<file path="src/rtl/cpu_pkg.sv">
// Shared constants for the result scoreboard: lane/slot indices, register file
// geometry and default lane latencies.
package cpu_pkg;

    localparam int REG_W      = 5;
    localparam int NUM_REGS   = 32;
    localparam int NUM_LANES  = 4;
    localparam int NUM_SRC    = 9;
    localparam int RDY_W      = 2;
    localparam int LANE_CNT_W = 3;

    localparam int LANE_A0 = 0;
    localparam int LANE_A1 = 1;
    localparam int LANE_M  = 2;
    localparam int LANE_LS = 3;

    localparam int SRC_A0_R0 = 0;
    localparam int SRC_A0_R1 = 1;
    localparam int SRC_A1_R0 = 2;
    localparam int SRC_A1_R1 = 3;
    localparam int SRC_M_R0  = 4;
    localparam int SRC_M_R1  = 5;
    localparam int SRC_LS_R0 = 6;
    localparam int SRC_LS_R1 = 7;
    localparam int SRC_LS_R2 = 8;

    localparam int DEF_LAT_ALU = 1;
    localparam int DEF_LAT_MUL = 3;
    localparam int DEF_LAT_LS  = 2;
    localparam int DEF_CNT_W   = 3;

    // Cycles a consumer must still wait after the issue edge.
    function automatic logic [RDY_W-1:0] rdy_load(input int lat);
        return RDY_W'(lat - 1);
    endfunction

endpackage

</file>
<file path="src/rtl/sb_entry.sv">
// One tracked register: readiness countdown and saturating outstanding-writer
// count with net increment/decrement applied in a single cycle.
module sb_entry
    import cpu_pkg::*;
#(
    parameter int CNT_W = DEF_CNT_W
) (
    input  logic                  clk,
    input  logic                  rst,
    input  logic                  flush_i,
    input  logic                  load_i,
    input  logic [RDY_W-1:0]      load_val_i,
    input  logic [LANE_CNT_W-1:0] inc_n_i,
    input  logic [LANE_CNT_W-1:0] dec_m_i,
    output logic [RDY_W-1:0]      rdy_cnt_o,
    output logic [CNT_W-1:0]      out_cnt_o
);

    localparam int SUM_W = CNT_W + LANE_CNT_W + 1;

    logic [RDY_W-1:0] rdy_q, rdy_d;
    logic [CNT_W-1:0] out_q, out_d;
    logic [SUM_W-1:0] sum_s, dec_s, max_s;

    // Next-state: reload beats decrement; retires beyond the count floor at zero.
    always_comb begin
        rdy_d = rdy_q;
        out_d = out_q;
        sum_s = SUM_W'(out_q) + SUM_W'(inc_n_i);
        dec_s = SUM_W'(dec_m_i);
        max_s = SUM_W'({CNT_W{1'b1}});
        if (load_i) begin
            rdy_d = load_val_i;
        end else if (rdy_q != '0) begin
            rdy_d = rdy_q - RDY_W'(1);
        end else begin
            rdy_d = rdy_q;
        end
        if (dec_s >= sum_s) begin
            out_d = '0;
        end else if ((sum_s - dec_s) > max_s) begin
            out_d = {CNT_W{1'b1}};
        end else begin
            out_d = CNT_W'(sum_s - dec_s);
        end
    end

    // State registers with synchronous flush.
    always_ff @(posedge clk or posedge rst) begin
        if (rst) begin
            rdy_q <= '0;
            out_q <= '0;
        end else if (flush_i) begin
            rdy_q <= '0;
            out_q <= '0;
        end else begin
            rdy_q <= rdy_d;
            out_q <= out_d;
        end
    end

    assign rdy_cnt_o = rdy_q;
    assign out_cnt_o = out_q;

endmodule

</file>
<file path="src/rtl/result_scoreboard.sv">
// Tracks in-flight destination tags from the four result lanes and stalls
// decode on load-use / multiplier hazards or writer-count saturation.
module result_scoreboard
    import cpu_pkg::*;
#(
    parameter int LAT_ALU = DEF_LAT_ALU,
    parameter int LAT_MUL = DEF_LAT_MUL,
    parameter int LAT_LS  = DEF_LAT_LS,
    parameter int CNT_W   = DEF_CNT_W
) (
    input  logic                         clk,
    input  logic                         rst,
    input  logic                         iss_valid,
    input  logic [NUM_LANES-1:0]         iss_dvld,
    input  logic [NUM_LANES*REG_W-1:0]   iss_dtag,
    input  logic [NUM_SRC-1:0]           iss_svld,
    input  logic [NUM_SRC*REG_W-1:0]     iss_stag,
    input  logic [NUM_LANES-1:0]         ret_vld,
    input  logic [NUM_LANES*REG_W-1:0]   ret_tag,
    input  logic                         flush,
    output logic                         stall,
    output logic [NUM_REGS-1:0]          busy,
    output logic                         err_dup
);

    logic [RDY_W-1:0]      rdy_cnt_s  [NUM_REGS];
    logic [CNT_W-1:0]      out_cnt_s  [NUM_REGS];
    logic                  load_s     [NUM_REGS];
    logic [RDY_W-1:0]      load_val_s [NUM_REGS];
    logic [LANE_CNT_W-1:0] inc_s      [NUM_REGS];
    logic [LANE_CNT_W-1:0] dec_s      [NUM_REGS];
    logic                  stall_s;
    logic                  fire_s;
    logic                  dup_s;
    logic                  err_dup_q, err_dup_d;

    function automatic logic [RDY_W-1:0] lane_rdy(input int lane);
        case (lane)
            LANE_M:  return rdy_load(LAT_MUL);
            LANE_LS: return rdy_load(LAT_LS);
            default: return rdy_load(LAT_ALU);
        endcase
    endfunction

    // Hazard detection always reads pre-bundle state, so intra-bundle RAW never stalls.
    always_comb begin
        stall_s = 1'b0;
        for (int s = 0; s < NUM_SRC; s++) begin
            stall_s = stall_s | (iss_valid & iss_svld[s]
                      & (iss_stag[s*REG_W +: REG_W] != '0)
                      & (rdy_cnt_s[iss_stag[s*REG_W +: REG_W]] != '0));
        end
        for (int l = 0; l < NUM_LANES; l++) begin
            stall_s = stall_s | (iss_valid & iss_dvld[l]
                      & (iss_dtag[l*REG_W +: REG_W] != '0)
                      & (out_cnt_s[iss_dtag[l*REG_W +: REG_W]] == {CNT_W{1'b1}}));
        end
    end

    assign fire_s = iss_valid & ~stall_s;
    assign stall  = stall_s;

    // Per-register issue/retire decode; two lanes to one reg load the longer latency.
    always_comb begin
        for (int r = 0; r < NUM_REGS; r++) begin
            load_s[r]     = 1'b0;
            load_val_s[r] = '0;
            inc_s[r]      = '0;
            dec_s[r]      = '0;
            for (int l = 0; l < NUM_LANES; l++) begin
                logic hit_v;
                logic ret_v;
                hit_v = fire_s & iss_dvld[l] & (r != 0)
                        & (iss_dtag[l*REG_W +: REG_W] == REG_W'(r));
                ret_v = ret_vld[l] & (r != 0)
                        & (ret_tag[l*REG_W +: REG_W] == REG_W'(r));
                load_s[r]     = load_s[r] | hit_v;
                load_val_s[r] = (hit_v && (lane_rdy(l) > load_val_s[r])) ? lane_rdy(l) : load_val_s[r];
                inc_s[r]      = inc_s[r] + LANE_CNT_W'(hit_v);
                dec_s[r]      = dec_s[r] + LANE_CNT_W'(ret_v);
            end
        end
    end

    genvar gr;
    generate
        for (gr = 0; gr < NUM_REGS; gr++) begin : g_entry
            if (gr == 0) begin : g_r0
                assign rdy_cnt_s[gr] = '0;
                assign out_cnt_s[gr] = '0;
            end else begin : g_rn
                sb_entry #(.CNT_W(CNT_W)) u_entry (
                    .clk        (clk),
                    .rst        (rst),
                    .flush_i    (flush),
                    .load_i     (load_s[gr]),
                    .load_val_i (load_val_s[gr]),
                    .inc_n_i    (inc_s[gr]),
                    .dec_m_i    (dec_s[gr]),
                    .rdy_cnt_o  (rdy_cnt_s[gr]),
                    .out_cnt_o  (out_cnt_s[gr])
                );
            end
        end
    endgenerate

    // Busy view and duplicate-destination detection.
    always_comb begin
        busy  = '0;
        dup_s = 1'b0;
        for (int r = 1; r < NUM_REGS; r++) begin
            busy[r] = (out_cnt_s[r] != '0);
        end
        for (int i = 0; i < NUM_LANES; i++) begin
            for (int j = i + 1; j < NUM_LANES; j++) begin
                dup_s = dup_s | (iss_dvld[i] & iss_dvld[j]
                        & (iss_dtag[i*REG_W +: REG_W] != '0)
                        & (iss_dtag[i*REG_W +: REG_W] == iss_dtag[j*REG_W +: REG_W]));
            end
        end
        err_dup_d = err_dup_q | (fire_s & dup_s);
    end

    // Sticky duplicate-issue flag, cleared only by reset or flush.
    always_ff @(posedge clk or posedge rst) begin
        if (rst) begin
            err_dup_q <= 1'b0;
        end else if (flush) begin
            err_dup_q <= 1'b0;
        end else begin
            err_dup_q <= err_dup_d;
        end
    end

    assign err_dup = err_dup_q;

endmodule

</file>
<file path="config.mk">
export PLATFORM = sky130hd
export DESIGN_NAME = result_scoreboard
export DESIGN_NICKNAME = d
export VERILOG_FILES = /design/src/rtl/cpu_pkg.sv /design/src/rtl/sb_entry.sv /design/src/rtl/result_scoreboard.sv
export SDC_FILE = /design/constraint.sdc
export NUM_CORES = 1
export LEC_CHECK = 0
export ABC_AREA = 1
export CAP_MARGIN = 15
export CORE_ASPECT_RATIO = 1.25
export CORE_MARGIN = 2
export CORE_UTILIZATION = 40
export DETAILED_ROUTE_END_ITERATION = 10
export GPL_TIMING_DRIVEN = 0
export PLACE_DENSITY = 0.57
export SLEW_MARGIN = 5
export SYNTH_ARGS = -nofsm -noshare
export SYNTH_HDL_FRONTEND = slang
export SYNTH_HIERARCHICAL = 1
export SYNTH_SLANG_ARGS = --single-unit
</file>
<file path="constraint.sdc">
create_clock -name clk -period 6.5 [get_ports clk]
set_clock_uncertainty 0.15 [all_clocks]
set_input_delay 0.65 -clock clk [delete_from_list [all_inputs] [get_ports clk]]
set_output_delay 0.65 -clock clk [all_outputs]
set_load 0.02 [all_outputs]
</file>
==> key figures, run 1 <==
Logic synthesis
  – Top_reg_cell synth: dfrtp_1
  – Post-synth net total: approximately 5500
  – Async SR Flop Fraction: 100.0%
  – Area leader, netlist: nand2_1
  – Most common cell in the netlist: nand2_1
  – Post-synth top area share: a little under a fifth
  – Synth Cell Area: 29520 µm²
  – EDFF count, synth: 0
  – Average cell area after synthesis: a little over 6 µm²
  – Synth Instances: 4894
  – Ys Warns: 6
  – #FFs+latches synth: between 150 and 200
  – Synth cell types: 37
  – Ranking of synthesized cells by area: nand2_1 18%, ha_1 17%, dfrtp_1 13%
  – Seq/Total Area, Yosys: 13.23%
  – Most frequent cells after synthesis: 1450 x nand2_1, 846 x inv_1, 610 x nor2_1, 398 x ha_1, 209 x nand3_1

Route
  – Final WL: around 140 mm
  – Detail Route Antenna Nets: 0
  – Initial DRC count: just under 3000
  – Pre-antenna DRT Iters: 6
  – Drt via density: approximately 5.4
  – Vias: 32370
  – DRC errors left: 0
  – DR WL/cell: around 23 µm

Flow run
  – Max-cap violations: 0

Die
  – Core ar.: about 73000 µm²
  – Die footprint: 76000 µm²
  – Rows: 111
  – Starting Density: roughly two fifths
  – Die width: 247.0 µm
  – Die Ht: 307.7 µm
  – IO Pins: 140

CTS
  – Clock Sinks: ~160
  – CTS tree: built
  – Reg clk slew, reported paths: approximately 0.070 ns
  – Clk_lat worst skew: 0.52 ns
  – CTS max path bufs: 2
  – H-tree lvl count: 4
  – # hold bufs at CTS: 0
  – Clock root cell: clkbuf_16
  – CTS buffer count: 17

Place
  – HPWL after detailed placement: about 110 mm
  – Cells after DPL: between 5000 and 6000
  – Area after DPL: 32080 µm²
  – Port Buf Inserts: 124
  – Gpl congestion: 1.078

GRT
  – Largest net degree at the start of global routing: 22
  – Gr ovfl total: 0
  – First-pass GRT wire length: 196.5 mm
  – GRT Util Overall: between 30% and 40%
  – Initial antenna violation count: 5
  – Vias in the first global route: 30670

Worst setup path
  – Critical path launch point type: primary input
  – Worst EP arrival: 6.65 ns
  – Worst EP required: 6.76 ns
  – Critical Path End Type: register
  – Critical path type: in -> reg
  – Crit path max fanout: 10

Timing
  – Min Hold Slack: 0.09903 ns
  – F_max: 0.1564 GHz
  – Setup TNS: 0 ns
  – Tmin final: approximately 6.4 ns
  – Final Setup Violations: 0
  – Worst rel slew slack: 17.74%
  – RSZ-0062 raised after global routing: no
  – Fin. max-slew vios: 0
  – Fin crit share: 98.37%
  – Slew @ Worst Pin: ~1.2 ns
  – Final Hold Fails: 0

Final layout
  – Nets: ~5700
  – Final Non-Filler Cells: 6033
  – Synth-to-layout area growth: 11.81%
  – Share of post-route cells with drive strength above 1: 8.129%
  – Post-Layout Inst Area: 33000 µm²

Outcome
  – Status: finished clean

Power and ir drop
  – Maximum vdd ir drop: 0.0002424 V
  – Pleak: approximately 19 nW
  – Pwr Density: around 170 nW/µm²

Worst hold path
  – Hold WC Path Type: in -> async
-- final timing paths --
| path | from | to | slack (ns) | depth (start not counted) |
|---|---|---|---|---|
| worst max-delay path | iss_dtag[2] | g_entry[6].g_rn.u_entry/out_cnt_o[2]$_DFF_PP0_ | 0.11 | 28 |
| worst min-delay path | rst | err_dup$_DFF_PP0_ | 0.1 | 2 |
| worst max register to register | g_entry[15].g_rn.u_entry/rdy_cnt_o[0]$_DFFE_PP0P_ | g_entry[6].g_rn.u_entry/out_cnt_o[2]$_DFF_PP0_ | 0.24 | 29 |
| worst min register to register | err_dup$_DFF_PP0_ | err_dup$_DFF_PP0_ | 0.40 | 2 |
| max in group asynchronous | rst | g_entry[6].g_rn.u_entry/out_cnt_o[2]$_DFF_PP0_ | 5.55 | 3 |
| min in group clk | err_dup$_DFF_PP0_ | err_dup$_DFF_PP0_ | 0.40 | 2 |
-- flip-flops by register name (all words and copies together) (netlist names) --
signal and count:
err_dup 1, g_entry.g_rn.u_entry/rdy_cnt_o 62, g_entry.g_rn.u_entry/out_cnt_o 93
-- cells in the final DEF (no fill, tap or decap), types with 7 or more instances in the layout --
master / n
nand2_1: 1444
inv_1: 842
nor2_1: 573
ha_1: 398
nand3_1: 209
a21oi_1: 191
o21ai_0: 159
dfrtp_1: 156
nor2_2: 131
fa_1: 124
clkdlybuf4s50_1: 117
inv_2: 79
o22ai_1: 76
nand4_1: 74
clkinv_1: 68
xor2_1: 62
o21ai_1: 52
nand2_2: 38
buf_2: 36
clkbuf_1: 31
nor3_1: 31
nand3_2: 31
o211ai_1: 22
buf_4: 21
clkbuf_16: 17
nor2_4: 13
clkbuf_2: 7
a221oi_1: 7
-- layer usage --
layer	global-route usage [%]	vias up	wire length, µm
li1	-	15470	-
met1	43.40	14870	52630
met2	57.25	1607	59830
met3	6.187	414	11650
met4	26.98	0	12200
met5	0	-	0
-- what timing repair did --
action                     CTS  global route
setup buffers                9             3
pin swaps                    3             2
setup endpoints to repair   93            93
gates resized for setup     28            73
-- worst max-delay path, stage by stage --
cell	delay (ns)
clkdlybuf4s50_1	0.60
nor2_2	0.86
nand2_1	0.13
nand2_1	0.17
nor2_1	0.07
nand3_1	0.12
nand2_1	0.07
nand3_1	0.06
nand2_1	0.06
inv_1	0.06
nand2_1	0.08
nor2_4	0.25
nand2_2	0.15
nor2_4	0.15
buf_12	0.15
buf_6	0.21
nand2_1	0.13
inv_1	0.09
fa_1	0.41
ha_1	0.22
ha_1	0.32
fa_1	0.59
inv_1	0.07
fa_1	0.42
o21ai_0	0.26
a21oi_1	0.12
nor2_1	0.13
nor2_1	0.05
-- logic make-up after synthesis --
group | Yosys count | synth area share [%]
AOI/OAI and AO/OA | 518 | 9.499
xor gates and xnor gates | 65 | 1.929
adders and majority gates | 522 | 25.28
buffers and inverters | 1085 | 14.09
DFF | 156 | 13.23
other | 1 | 0.01270
and+or+nand+nor | 2547 | 35.96
-- report_power, final --
part / internal [mW] / leakage (nW) / switching [mW] / total (mW)
logic: 0.910 / 16.6 / 2.26 / 3.17
registers: 1.13 / 2.13 / 0.177 / 1.31
clock network: 0.558 / 0.280 / 0.475 / 1.03
total: 2.60 / 19.1 / 2.91 / 5.51
-- layout make-up --
class	instances	area (µm²)
diodes	5	12.51
plain buffers	91	475.5
clock buffers	21	470.5
clock inverters	11	107.6
fillers	7973	40190
inverters	994	3747
multi-input cells	3653	21630
flip-flops and latches	156	3904
well taps	960	1201
repair buffers	142	1459
-- per-stage QoR --
step	util, %	worst slack, ns	power [mW]
floorplan	-	1.304	2.989
global placement	43.67	-1.543	4.243
detailed placement	43.83	-1.484	4.318
CTS	44.83	0.001080	5.390
global route	45.08	0.001097	5.829
finish	45.09	0.1061	5.512
Power figures use the tool's default switching activity.
==> inputs of run 2 (changes only) <==
--- a/config.mk
+++ b/config.mk
@@ -10,6 +10,7 @@
 export CORE_ASPECT_RATIO = 1.25
 export CORE_MARGIN = 2
 export CORE_UTILIZATION = 40
+export CTS_BUF_LIST = sky130_fd_sc_hd__clkbuf_4 sky130_fd_sc_hd__clkbuf_8
 export DETAILED_ROUTE_END_ITERATION = 10
 export GPL_TIMING_DRIVEN = 0
 export PLACE_DENSITY = 0.57
==> key figures, run 2 (same netlist as run 1, synthesis figures left out) <==
Final layout
  – Post-Layout Inst Area: 32820 µm² (was 33000 µm²)
  – FILL cells: 7993 (was 7973)
  – Max reg flops: 93 (unchanged)
  – Final Non-Filler Cells: 6034 (was 6033)
  – Share of post-route cells with drive strength above 1: 8.049% (was 8.129%)
  – Synth-to-layout area growth: 11.19% (was 11.81%)
  – Nets: 5684 (was 5683)
  – Commonest non-fill, non-tap cell in the layout: nand2_1 (unchanged)
  – Commonest non-fill, non-tap cells in the layout: 1446 x nand2_1, 843 x inv_1, 575 x nor2_1 (was 1444 x nand2_1, 842 x inv_1, 573 x nor2_1)

Route
  – DR WL/cell: 22.55 µm (was 22.60 µm)
  – Vias: 32230 (was 32370)
  – Drt via density: 5.341 (was 5.365)
  – Final WL: 136.1 mm (was 136.3 mm)
  – Pre-antenna DRT Iters: 6 (unchanged)
  – DRC errors left: 0 (unchanged)
  – Detail Route Antenna Nets: 0 (unchanged)
  – Initial DRC count: 2974 (was 2911)

CTS
  – H-tree lvl count: 4 (unchanged)
  – CTS buffer count: 17 (unchanged)
  – CTS tree: built (unchanged)
  – Clock Sinks: 156 (unchanged)
  – Reg clk slew, reported paths: 0.10 ns (was 0.07 ns)
  – Clock root cell: clkbuf_8 (was clkbuf_16)
  – CTS max path bufs: 2 (unchanged)
  – Clk_lat worst skew: 0.60 ns (was 0.52 ns)

Timing
  – Final Setup Violations: 0 (unchanged)
  – Worst rel slew slack: 19.02% (was 17.74%)
  – Fin. max-slew vios: 0 (unchanged)
  – F_max: 0.1557 GHz (was 0.1564 GHz)
  – Fin crit share: 98.80% (was 98.37%)
  – Final WS setup: 0.07775 ns (was 0.1061 ns)
  – Final Hold Fails: 0 (unchanged)
  – RSZ-0062 raised after global routing: no (unchanged)
  – Tmin final: 6.422 ns (was 6.394 ns)
  – Slew @ Worst Pin: 1.215 ns (was 1.234 ns)

Power and ir drop
  – Total power: 5.260 mW (was 5.512 mW)
  – Maximum vdd ir drop: 0.0001758 V (was 0.0002424 V)
  – Pleak: 18.99 nW (was 19.06 nW)
  – Pwr Density: 160.3 nW/µm² (was 167.0 nW/µm²)

Place
  – Area after DPL: 32080 µm² (unchanged)
  – DP Worst Slack: -1.484 ns (unchanged)
  – Gpl congestion: 1.078 (unchanged)
  – Cells after DPL: 5984 (unchanged)
  – HPWL after detailed placement: 112.8 mm (unchanged)
  – Port Buf Inserts: 124 (unchanged)

Worst setup path
  – Crit path max fanout: 10 (unchanged)
  – Critical path launch point type: primary input (unchanged)
  – Critical path's most frequent cell: nand2_1 (unchanged)
  – Slowest CP cell: fa_1 (was nor2_2)
  – Worst r2r src: g_entry[30].g_rn.u_entry/rdy_cnt_o[0]$_DFFE_PP0P_ (was g_entry[15].g_rn.u_entry/rdy_cnt_o[0]$_DFFE_PP0P_)
  – Worst EP required: 6.84 ns (was 6.76 ns)
  – Worst EP arrival: 6.77 ns (was 6.65 ns)
  – FF-to-FF path depth: 27 (was 29)
  – R2R Setup Slk: 0.25 ns (was 0.24 ns)
  – Worst flop-to-flop path endpoint: g_entry[7].g_rn.u_entry/out_cnt_o[0]$_DFF_PP0_ (was g_entry[6].g_rn.u_entry/out_cnt_o[2]$_DFF_PP0_)
  – Crit path launch: iss_dtag[18] (was iss_dtag[2])
  – Critical path type: in -> reg (unchanged)
  – Slowest stage delay, CP: 0.59 ns (was 0.86 ns)
  – Critical Path End Type: register (unchanged)

Worst hold path
  – WHS Path Cells: 2
  – Hold WC Path Type: reg -> reg (was in -> async)
  – Hold Path End: err_dup$_DFF_PP0_
  – Hold Crit Start: err_dup$_DFF_PP0_

Outcome
  – Status: finished clean (unchanged)

GRT
  – First-pass GRT wire length: 196.5 mm (about the same)
  – Largest net degree at the start of global routing: 22 (unchanged)
  – Vias in the first global route: 30670 (about the same)
  – GRT Util Overall: 36.01% (was 36.02%)
  – Initial antenna violation count: 6 (was 5)
  – Gr ovfl total: 0 (unchanged)

Die
  – Die Ht: 307.7 µm (unchanged)
  – Die width: 247.0 µm (unchanged)
  – Starting Density: 40.33% (unchanged)
  – Core ar.: 73190 µm² (unchanged)
  – IO Pins: 140 (unchanged)
  – Die footprint: 76000 µm² (unchanged)
  – Rows: 111 (unchanged)

Flow run
  – Max-cap violations: 0 (unchanged)
==> run 2: per-stage QoR <==
step	hold slack, ns	util, %	setup TNS [ns]
after floorplan	0.2287	-	0
after global placement	0.3988	43.67	-103.67
after detailed placement	0.3925	43.83	-102.90
after CTS	0.4050	44.57	0
after global routing	0.4347	44.83	0
final	0.4075	44.84	0
==> run 2: worst max path at each step <==
stage               depth (start not counted)  slack, ns                                         endpoint
floorplan                                  30       1.30  g_entry[18].g_rn.u_entry/out_cnt_o[2]$_DFF_PP0_
global placement                           30      -1.54   g_entry[3].g_rn.u_entry/out_cnt_o[2]$_DFF_PP0_
detailed placement                         30      -1.48   g_entry[3].g_rn.u_entry/out_cnt_o[2]$_DFF_PP0_
CTS                                        27     0.0009  g_entry[15].g_rn.u_entry/out_cnt_o[1]$_DFF_PP0_
global route                               27     0.0002  g_entry[13].g_rn.u_entry/out_cnt_o[2]$_DFF_PP0_
finish                                     30       0.08   g_entry[7].g_rn.u_entry/out_cnt_o[0]$_DFF_PP0_
==> run 2: routing by layer <==
metal / track usage [%] / up-vias / part of all wire [%]
li1: - / 15460 / -
met5: 0 / - / 0
met2: 57.07 / 1552 / 44
met3: 6.065 / 420 / 7.9
met4: 27.30 / 0 / 9.1
met1: 43.46 / 14800 / 39
==> run 2: layout make-up <==
| class | instances | area (µm²) | area share [%] |
|---|---|---|---|
| clock buffers | 21 | 282.8 | 0.8616 |
| flip-flops and latches | 156 | 3904 | 11.89 |
| clock inverters | 11 | 107.6 | 0.3279 |
| repair buffers | 143 | 1471 | 4.483 |
| multi-input cells | 3653 | 21610 | 65.85 |
| diodes | 5 | 12.51 | 0.03812 |
| plain buffers | 91 | 478.0 | 1.456 |
| well taps | 960 | 1201 | 3.660 |
| inverters | 994 | 3751 | 11.43 |
==> run 2: what timing repair did <==
item / 4_1_cts / 5_1_grt
cloned: 0 / 0
hold endpoints to repair: 1 / 0
resized for setup: 21 / 79
endpoints found under the setup margin: 93 / 93
setup buffers: 8 / 4
hold buffers: 1 / 0
pin swaps: 2 / 2
==> run 2: worst max-delay path: cells and delay by family <==
family	cells	cell delay, ns
AO/OA/AOI/OAI	3	0.40
buffers and inverters	5	1.06
adder cells (fa/ha/maj)	5	2.00
AND/OR/NAND/NOR	17	2.64
==> run 2: power by group <==
| group | switching [mW] | internal, mW | total [mW] | leakage [nW] |
|---|---|---|---|---|
| logic | 2.26 | 0.909 | 3.17 | 16.7 |
| registers | 0.176 | 1.13 | 1.31 | 2.13 |
| clock network | 0.447 | 0.340 | 0.787 | 0.197 |
